File: src/rtl/cam_pkg.sv
// cam_pkg: shared CAM request/response types, command opcodes and client FSM states.
package cam_pkg;

    localparam int CAM_KEY_WIDTH = 32;
    localparam int CAM_KEY_DEPTH = 16;
    localparam int CAM_AW        = $clog2(CAM_KEY_DEPTH);

    typedef enum logic [1:0] {
        SEARCH = 2'b00,
        READ   = 2'b01,
        WRITE  = 2'b10,
        RSVD   = 2'b11
    } cam_op_e;

    typedef enum logic [1:0] {
        IDLE,
        ISSUE,
        WAIT,
        RESP
    } cam_state_e;

    typedef struct packed {
        logic                     we;
        logic                     addr_vld;
        logic                     data_vld;
        logic [CAM_AW-1:0]        addr;
        logic [CAM_KEY_WIDTH-1:0] data;
    } cam_req_t;

    typedef struct packed {
        logic                     addr_vld;
        logic [CAM_AW-1:0]        addr;
        logic [CAM_KEY_WIDTH-1:0] data;
    } cam_resp_t;

endpackage

File: src/rtl/cam_client_stats.sv
// cam_client_stats: saturating 32-bit hit/miss counters, bumped once per result.
module cam_client_stats (
    input  logic        clk,
    input  logic        rst,
    input  logic        evt,
    input  logic        hit,
    output logic [31:0] hit_cnt,
    output logic [31:0] miss_cnt
);

    // Each result lands in exactly one bucket; both buckets stick at all-ones.
    always_ff @(posedge clk) begin
        if (rst) begin
            hit_cnt  <= '0;
            miss_cnt <= '0;
        end else begin
            if (evt && hit && !(&hit_cnt))
                hit_cnt <= hit_cnt + 32'd1;
            if (evt && !hit && !(&miss_cnt))
                miss_cnt <= miss_cnt + 32'd1;
        end
    end

endmodule

File: src/rtl/cam_client.sv
// cam_client: single-outstanding CAM/TCAM initiator, command -> one-cycle cam_req -> result beat.
// Defining CAM_CLIENT_STATS_EN adds saturating hit_cnt/miss_cnt outputs.
module cam_client
    import cam_pkg::*;
#(
    parameter int  KEY_WIDTH    = CAM_KEY_WIDTH,
    parameter int  KEY_DEPTH    = CAM_KEY_DEPTH,
    parameter int  RESP_TIMEOUT = 4,
    localparam int AW           = $clog2(KEY_DEPTH)
) (
    input  logic                 clk,
    input  logic                 rst,
    input  logic                 cmd_vld,
    output logic                 cmd_rdy,
    input  logic [1:0]           cmd_op,
    input  logic [AW-1:0]        cmd_addr,
    input  logic [KEY_WIDTH-1:0] cmd_data,
    output cam_req_t             cam_req,
    input  cam_resp_t            cam_resp,
    output logic                 res_vld,
    input  logic                 res_rdy,
    output logic [1:0]           res_op,
    output logic                 res_hit,
    output logic [AW-1:0]        res_addr,
    output logic [KEY_WIDTH-1:0] res_data
`ifdef CAM_CLIENT_STATS_EN
    ,
    output logic [31:0]          hit_cnt,
    output logic [31:0]          miss_cnt
`endif
);

    localparam int TW = (RESP_TIMEOUT > 1) ? $clog2(RESP_TIMEOUT) : 1;

    if (RESP_TIMEOUT < 1) begin : g_bad_timeout
        $error("cam_client: RESP_TIMEOUT must be >= 1");
    end

    if (KEY_WIDTH != CAM_KEY_WIDTH || AW != CAM_AW) begin : g_bad_geometry
        $error("cam_client: KEY_WIDTH/KEY_DEPTH must match the cam_pkg request/response types");
    end

    cam_state_e           state, state_n;
    cam_op_e              op_q, src_op;
    logic [AW-1:0]        addr_q, src_addr;
    logic [KEY_WIDTH-1:0] data_q, src_data;
    logic [TW-1:0]        timer;
    logic                 enter_resp, hit_n;

    assign cmd_rdy    = state == IDLE && !rst;
    assign hit_n      = state == WAIT && cam_resp.addr_vld;
    assign enter_resp = state != RESP && state_n == RESP;
    // A reserved op is answered straight from the command bus; everything else from the latch.
    assign src_op     = state == IDLE ? cam_op_e'(cmd_op) : op_q;
    assign src_addr   = state == IDLE ? cmd_addr : addr_q;
    assign src_data   = state == IDLE ? cmd_data : data_q;

    // State register.
    always_ff @(posedge clk) begin
        if (rst)
            state <= IDLE;
        else
            state <= state_n;
    end

    // Next state and the cam_req pulse, which only exists during ISSUE.
    always_comb begin
        state_n = state;
        cam_req = '0;
        case (state)
            IDLE: begin
                if (cmd_vld && cmd_rdy)
                    state_n = cam_op_e'(cmd_op) == RSVD ? RESP : ISSUE;
            end
            ISSUE: begin
                cam_req.we       = op_q == WRITE;
                cam_req.addr_vld = op_q != SEARCH;
                cam_req.data_vld = op_q != READ;
                cam_req.addr     = addr_q;
                cam_req.data     = data_q;
                state_n          = op_q == WRITE ? IDLE : WAIT;
            end
            WAIT: begin
                if (cam_resp.addr_vld || timer == TW'(RESP_TIMEOUT - 1))
                    state_n = RESP;
            end
            RESP: begin
                if (res_rdy)
                    state_n = IDLE;
            end
            default: state_n = IDLE;
        endcase
    end

    // Command latch, WAIT timer and the registered result beat.
    always_ff @(posedge clk) begin
        if (rst) begin
            op_q     <= SEARCH;
            addr_q   <= '0;
            data_q   <= '0;
            timer    <= '0;
            res_vld  <= 1'b0;
            res_op   <= '0;
            res_hit  <= 1'b0;
            res_addr <= '0;
            res_data <= '0;
        end else begin
            if (cmd_vld && cmd_rdy) begin
                op_q   <= cam_op_e'(cmd_op);
                addr_q <= cmd_addr;
                data_q <= cmd_data;
            end
            timer <= state == WAIT ? timer + 1'b1 : '0;
            if (enter_resp) begin
                res_vld  <= 1'b1;
                res_op   <= src_op;
                res_hit  <= hit_n;
                res_addr <= hit_n ? cam_resp.addr : src_addr;
                res_data <= hit_n ? cam_resp.data : src_data;
            end else if (state == RESP && res_rdy) begin
                res_vld <= 1'b0;
            end
        end
    end

`ifdef CAM_CLIENT_STATS_EN
    cam_client_stats u_stats (
        .clk      (clk),
        .rst      (rst),
        .evt      (enter_resp),
        .hit      (hit_n),
        .hit_cnt  (hit_cnt),
        .miss_cnt (miss_cnt)
    );
`endif

endmodule

File: config.mk
export PLATFORM = sky130hd
export DESIGN_NAME = cam_client
export DESIGN_NICKNAME = d
export VERILOG_FILES = /design/src/rtl/cam_pkg.sv /design/src/rtl/cam_client_stats.sv /design/src/rtl/cam_client.sv
export SDC_FILE = /design/constraint.sdc
export NUM_CORES = 1
export LEC_CHECK = 0
export CAP_MARGIN = 40
export CORE_ASPECT_RATIO = 0.7
export CORE_UTILIZATION = 39
export CTS_CLUSTER_DIAMETER = 120
export DETAILED_ROUTE_END_ITERATION = 6
export PLACE_DENSITY = 0.77
export SETUP_SLACK_MARGIN = 0.5
export SYNTH_ARGS = -nofsm -noshare
export SYNTH_HDL_FRONTEND = slang
export SYNTH_SLANG_ARGS = --single-unit
File: constraint.sdc
create_clock -name clk -period 1.4 [get_ports clk]
set_input_delay 0.14 -clock clk [delete_from_list [all_inputs] [get_ports clk]]
set_output_delay 0.14 -clock clk [all_outputs]
set_load 0.05 [all_outputs]
* Word level (Yosys, flattened, before mapping)
Index checks and enable logic that the tools add are counted. W data, S select, Z words.
Word-level totals: output and inout port bits 80, bits of input ports 79, flip-flop bits (word level) 82, logic and storage cells 46
Operators by class: equality and inequality tests 9, mux-type cells 14, bitwise operators 1, $add $sub $neg 1, reductions and logical operators 11
Operators with widths (number):
- $mux W32 | 2
- $mux W39 | 1
- $eq A2 B2 Y1 const B | 6
- $mux W2 | 6
- $mux W4 | 2
- $pmux W2 S4 | 1
- $logic_and A1 B1 Y1 | 5
- $reduce_bool A2 Y1 | 2
- $add A2 B1 Y2 const B | 1
- $eq A2 B1 Y1 const B | 1
- $logic_not A2 Y1 | 1
- $mux W1 | 2
- $ne A2 B1 Y1 const B | 1
- $ne A2 B2 Y1 const B | 1
- $reduce_or A2 Y1 | 1
- $logic_not A1 Y1 | 1
- $logic_or A1 B1 Y1 | 1
- $not A1 Y1 | 1

* Longest topological paths before layout
depth after elaboration 8, gate-level depth with buffers 7, depth with buffers taken out 5

* Worst setup path after synthesis
OpenSTA, ideal clock, no wires.
path type register -> output, start reg state[1], end out cam_req[38] in the netlist's numbering, arrival 1712 ps, data required time 1260 ps, setup slack -452 ps, path buffers 1, cell stages (with the launch flop) 4, path through dfxtp_1 buf_4 nand2b_1 nor3_1
RTL lines:
- start, declared | line cam_client.sv:43 | cam_state_e state, state_n;
- start signal, assigned | line cam_client.sv:63 | state <= state_n;
- end, declared | line cam_client.sv:18 | output cam_req_t cam_req,

* Worst setup path after layout
start reg state[1], end reg res_vld
Between the ends: cells in the longest elaborated chain, start to end 8
RTL lines:
- $logic_not A2 Y1 | line cam_client.sv:50, cam_client.sv:70
- $logic_and A1 B1 Y1 | line cam_client.sv:50 | assign cmd_rdy = state == IDLE && !rst;
- $logic_and A1 B1 Y1 | line cam_client.sv:72 | if (cmd_vld && cmd_rdy)
- $mux W2 | line cam_client.sv:72
- $pmux W2 S4 | line cam_client.sv:70 | case (state)
- $eq A2 B2 Y1 | line cam_client.sv:52 | assign enter_resp = state != RESP && state_n == RESP;
- $logic_and A1 B1 Y1 | line cam_client.sv:52
- $mux W1 / $reduce_bool A2 Y1 (equally long branches)
- end signal, assigned | line cam_client.sv:102 | res_vld <= 1'b0;
- end signal, assigned | line cam_client.sv:115 | res_vld <= 1'b1;
- end signal, assigned | line cam_client.sv:121 | res_vld <= 1'b0;
- end, declared | line cam_client.sv:20 | output logic res_vld,
Parallel ways exist; a longest one is shown, timed or not. A chain may end at the register's enable or synchronous reset.

==> impl_metrics.yaml <==
cts:
  cts.sinks: 82
  path_clk_slew_ns: 0.06
  cts_tree: "yes"
  cts-buffers-inserted: 9
  cts_root_buffer: "clkbuf_16"
  clkLatencyLatePin_ns: 0.34
  clockBufferDepth: 2
  holdBufCountCts: 0
  htreeDepth: 3
hold_path:
  hold_path_class: "in -> reg"
route:
  wirelength_um: 18200
  drc: 0
  drtAntennaViolNets: 0
  vias: 4818
  drt_iter0_drc: 383
  wl_per_cell_um: 22.4
  dr.pass1.iters: 6
  via_per_inst: 5.94
setup_path:
  slowest_delay_ns: 0.36
  crit_start: "state[1]"
  path_cells: "buf_6 > nor4b_4 > buf_4 > o2bb2ai_4 > buf_12 > buf_16 > a21oi_2 > nor2_1"
  ff2ff_path_depth: 8
  r2r_start: "state[1]"
  cp.arrival_ns: 2.01
  crit_type: "reg -> reg"
  r2r-end: "res_vld"
  rrSetupSlack_ns: -0.34
  crit_slowest_cell: "dfxtp_4"
  path_max_fanout: 6
  critPathLaunchType: "flip-flop"
  crit_required_ns: 1.67
  endpoint_kind: "flip-flop"
  crit_end: "res_vld"
die:
  rows: 29
  dieArea_um2: 10300
  start_util_pct: 41.4
  die_h_um: 85.3
  die_w_um: 121
  coreArea_um2: 9330
  ioPinCount: 159
synth:
  synth_area_per_cell_um2: 8.43
  ys_seq_area_share_pct: 42.5
  synth-seq-cells: 82
  synth_top_family_by_area: "compound AO/OA/AOI/OAI gates"
  synth_simple_gate_area_share_pct: 20.1
  synth_compound_area_share_pct: 30.4
  synth-xor-area-share_pct: 0
  synthMuxAreaShare_pct: 0.777
  syn_area_um2: 3860
  synth_cells: 458
  ys_warn_count: 0
  synth_nets: 538
  synth_cell_type_count: 34
  synth-adder-area-share_pct: 0.324
global_routing:
  grt_pass1_vias: 4654
  grt_use_met1_pct: 36.2
  antenna_found_initial: 0
  met3_usage_pct: 7.26
  grt_util_all_layers_pct: 30.4
  grt_first_pass_wirelength_um: 24000
  grt_overflow: 0
  grt_max_degree: 54
  use_met2_pct: 52.6
  top_usage_layer: "met2"
pwr:
  pwr-share-seq_pct: 33.9
  p_per_area_nw_per_um2: 984
  peakVddDrop_mv: 0.869
  comb_power_share_pct: 38.6
  netSwitchingPower_uw: 2710
  power.leakage_uw: 0.00331
  clockPowerShare_pct: 27.5
  power.internal_uw: 5400
  switching_share_pct: 33.4
sta:
  finalHoldViolations: 0
  rsz0062_at_grt: "true"
  maxSlewHeadroom_pct: 71.7
  fin_tns_setup_ns: -28.23
  tightest_slew_ns: 0.424
  setup_viol: 119
  slew_violations: 0
  finClkSkew_ns: 0.00679
  fin_crit_sh_pct: 124
  setup_slack_ns: -0.338
  fin_hold_ws_ns: 0.382
  clock.fmax_mhz: 575
  finalCriticalPeriod_ns: 1.74
finish:
  num-fill-cells: 401
  finalNetCount: 762
  antenna_cells: 0
  final_cells: 811
  drive_gt1_share_pct: 56.8
  area_growth_pct: 113
job:
  cap_viol_max_count: 0
placement:
  place_ws_ns: -0.310
  dpl.hpwl_um: 8630
  place_congestion: 0.848
  port_buffers: 158
  placed_cells: 731
status:
  violations: "setup timing"
  status: "finished with violations"
-- cell type report --
class	count	area (um^2)	share of cell area [%]
timing repair buffer	257	3620	43.9
multi-input combinational	329	2470	30.0
sequential	82	1700	20.7
clock buffer	12	246	2.99
tap	124	155	1.88
clock inverter	4	27.5	0.334
inverter	3	12.5	0.152
-- cells in the mapped netlist (all sizes together) --
cell	number	area [um^2]
nand2b	2	12.5
mux2i	3	30.0
o21a	1	7.51
o22ai	1	6.26
nor3	2	10.0
clkbuf	23	86.3
nor2	8	30.0
dfxtp	82	1640
nor2b	1	6.26
nand2	111	417
nand3	1	5.00
o21ai	74	370
nand3b	2	27.5
inv	3	11.3
a211o	1	8.76
buf	21	131
o221a	36	405
o31ai	1	7.51
a21oi	6	33.8
o2bb2ai	1	15.0
o211ai	36	310
or2	1	6.26
ha	1	12.5
nor4b	1	23.8
a211oi	1	7.51
and2	37	231
nor3b	1	7.51
-- worst min path at each step --
stage | end | cells past startpoint | slack [ns] | from
floorplan | op_q[1] | 2 | 0.25 | cmd_op[1]
global placement | timer[0] | 1 | 0.42 | timer[0]
detailed placement | timer[0] | 1 | 0.43 | timer[0]
CTS | data_q[22] | 3 | 0.37 | cmd_data[22]
global route | data_q[1] | 3 | 0.41 | cmd_data[1]
finish | data_q[1] | 3 | 0.38 | cmd_data[1]
-- worst max-delay path, delay by kind of cell, from the launching register on --
family,cells,cell delay [ns]
buf+inv,4,0.63
simple gates,2,0.40
flops,1,0.36
compound gates,2,0.28
-- cell usage in the layout, fill, tap and decap left out, types with 23 or more instances in the layout --
cell,count
dfxtp_1,41
nand2_1,95
dfxtp_2,37
o211ai_1,28
buf_12,61
clkdlybuf4s50_1,78
and2_4,36
o21ai_1,23
o221a_2,26
o21ai_2,49
buf_8,39
buf_4,45
-- stage by stage --
stage | util (%) | power (uW) | cell area, um^2
2_1_floorplan | - | 3910 | 4070
3_3_place_gp | 67.0 | 4760 | 6250
3_5_place_dp | 67.0 | 4810 | 6250
4_1_cts | 80.5 | 7610 | 7500
5_1_grt | 88.4 | 8340 | 8240
6_report | 88.4 | 8110 | 8240
-- registers in the layout, summed over array words and instances (netlist names) --
register,flops
res_data,32
res_vld,1
res_hit,1
res_op,2
res_addr,4
op_q,2
timer,2
state,2
addr_q,4
data_q,32
-- power by group through the flow --
stage	logic, uW	clock network (uW)	registers, uW
2_1_floorplan	932	0	2980
3_3_place_gp	2030	0	2730
3_5_place_dp	2070	0	2740
4_1_cts	2670	2220	2710
5_1_grt	3220	2350	2760
6_report	3130	2230	2750
-- cells by family after synthesis --
logic type               Yosys count
AO/OA/AOI/OAI                    158
adder cells (fa/ha/maj)            1
buffers and inverters             47
flip-flops                        82
multiplexers                       3
AND/OR/NAND/NOR                  167
-- routing by layer --
metal | share of wire [%] | vias to the layer above
li1 | - | 2089
met5 | 0 | -
met4 | 4.2 | 0
met1 | 36 | 2307
met3 | 9.3 | 75
met2 | 50 | 347
-- repair_timing --
action,CTS,global route
endpoints found under the setup margin,162,162
gates resized for setup,124,160
gates cloned,14,8
endpoints found under the hold margin,0,0
buffers inserted,28,14
pin swaps,6,48
Note: power is estimated with default switching activity, not from simulation.
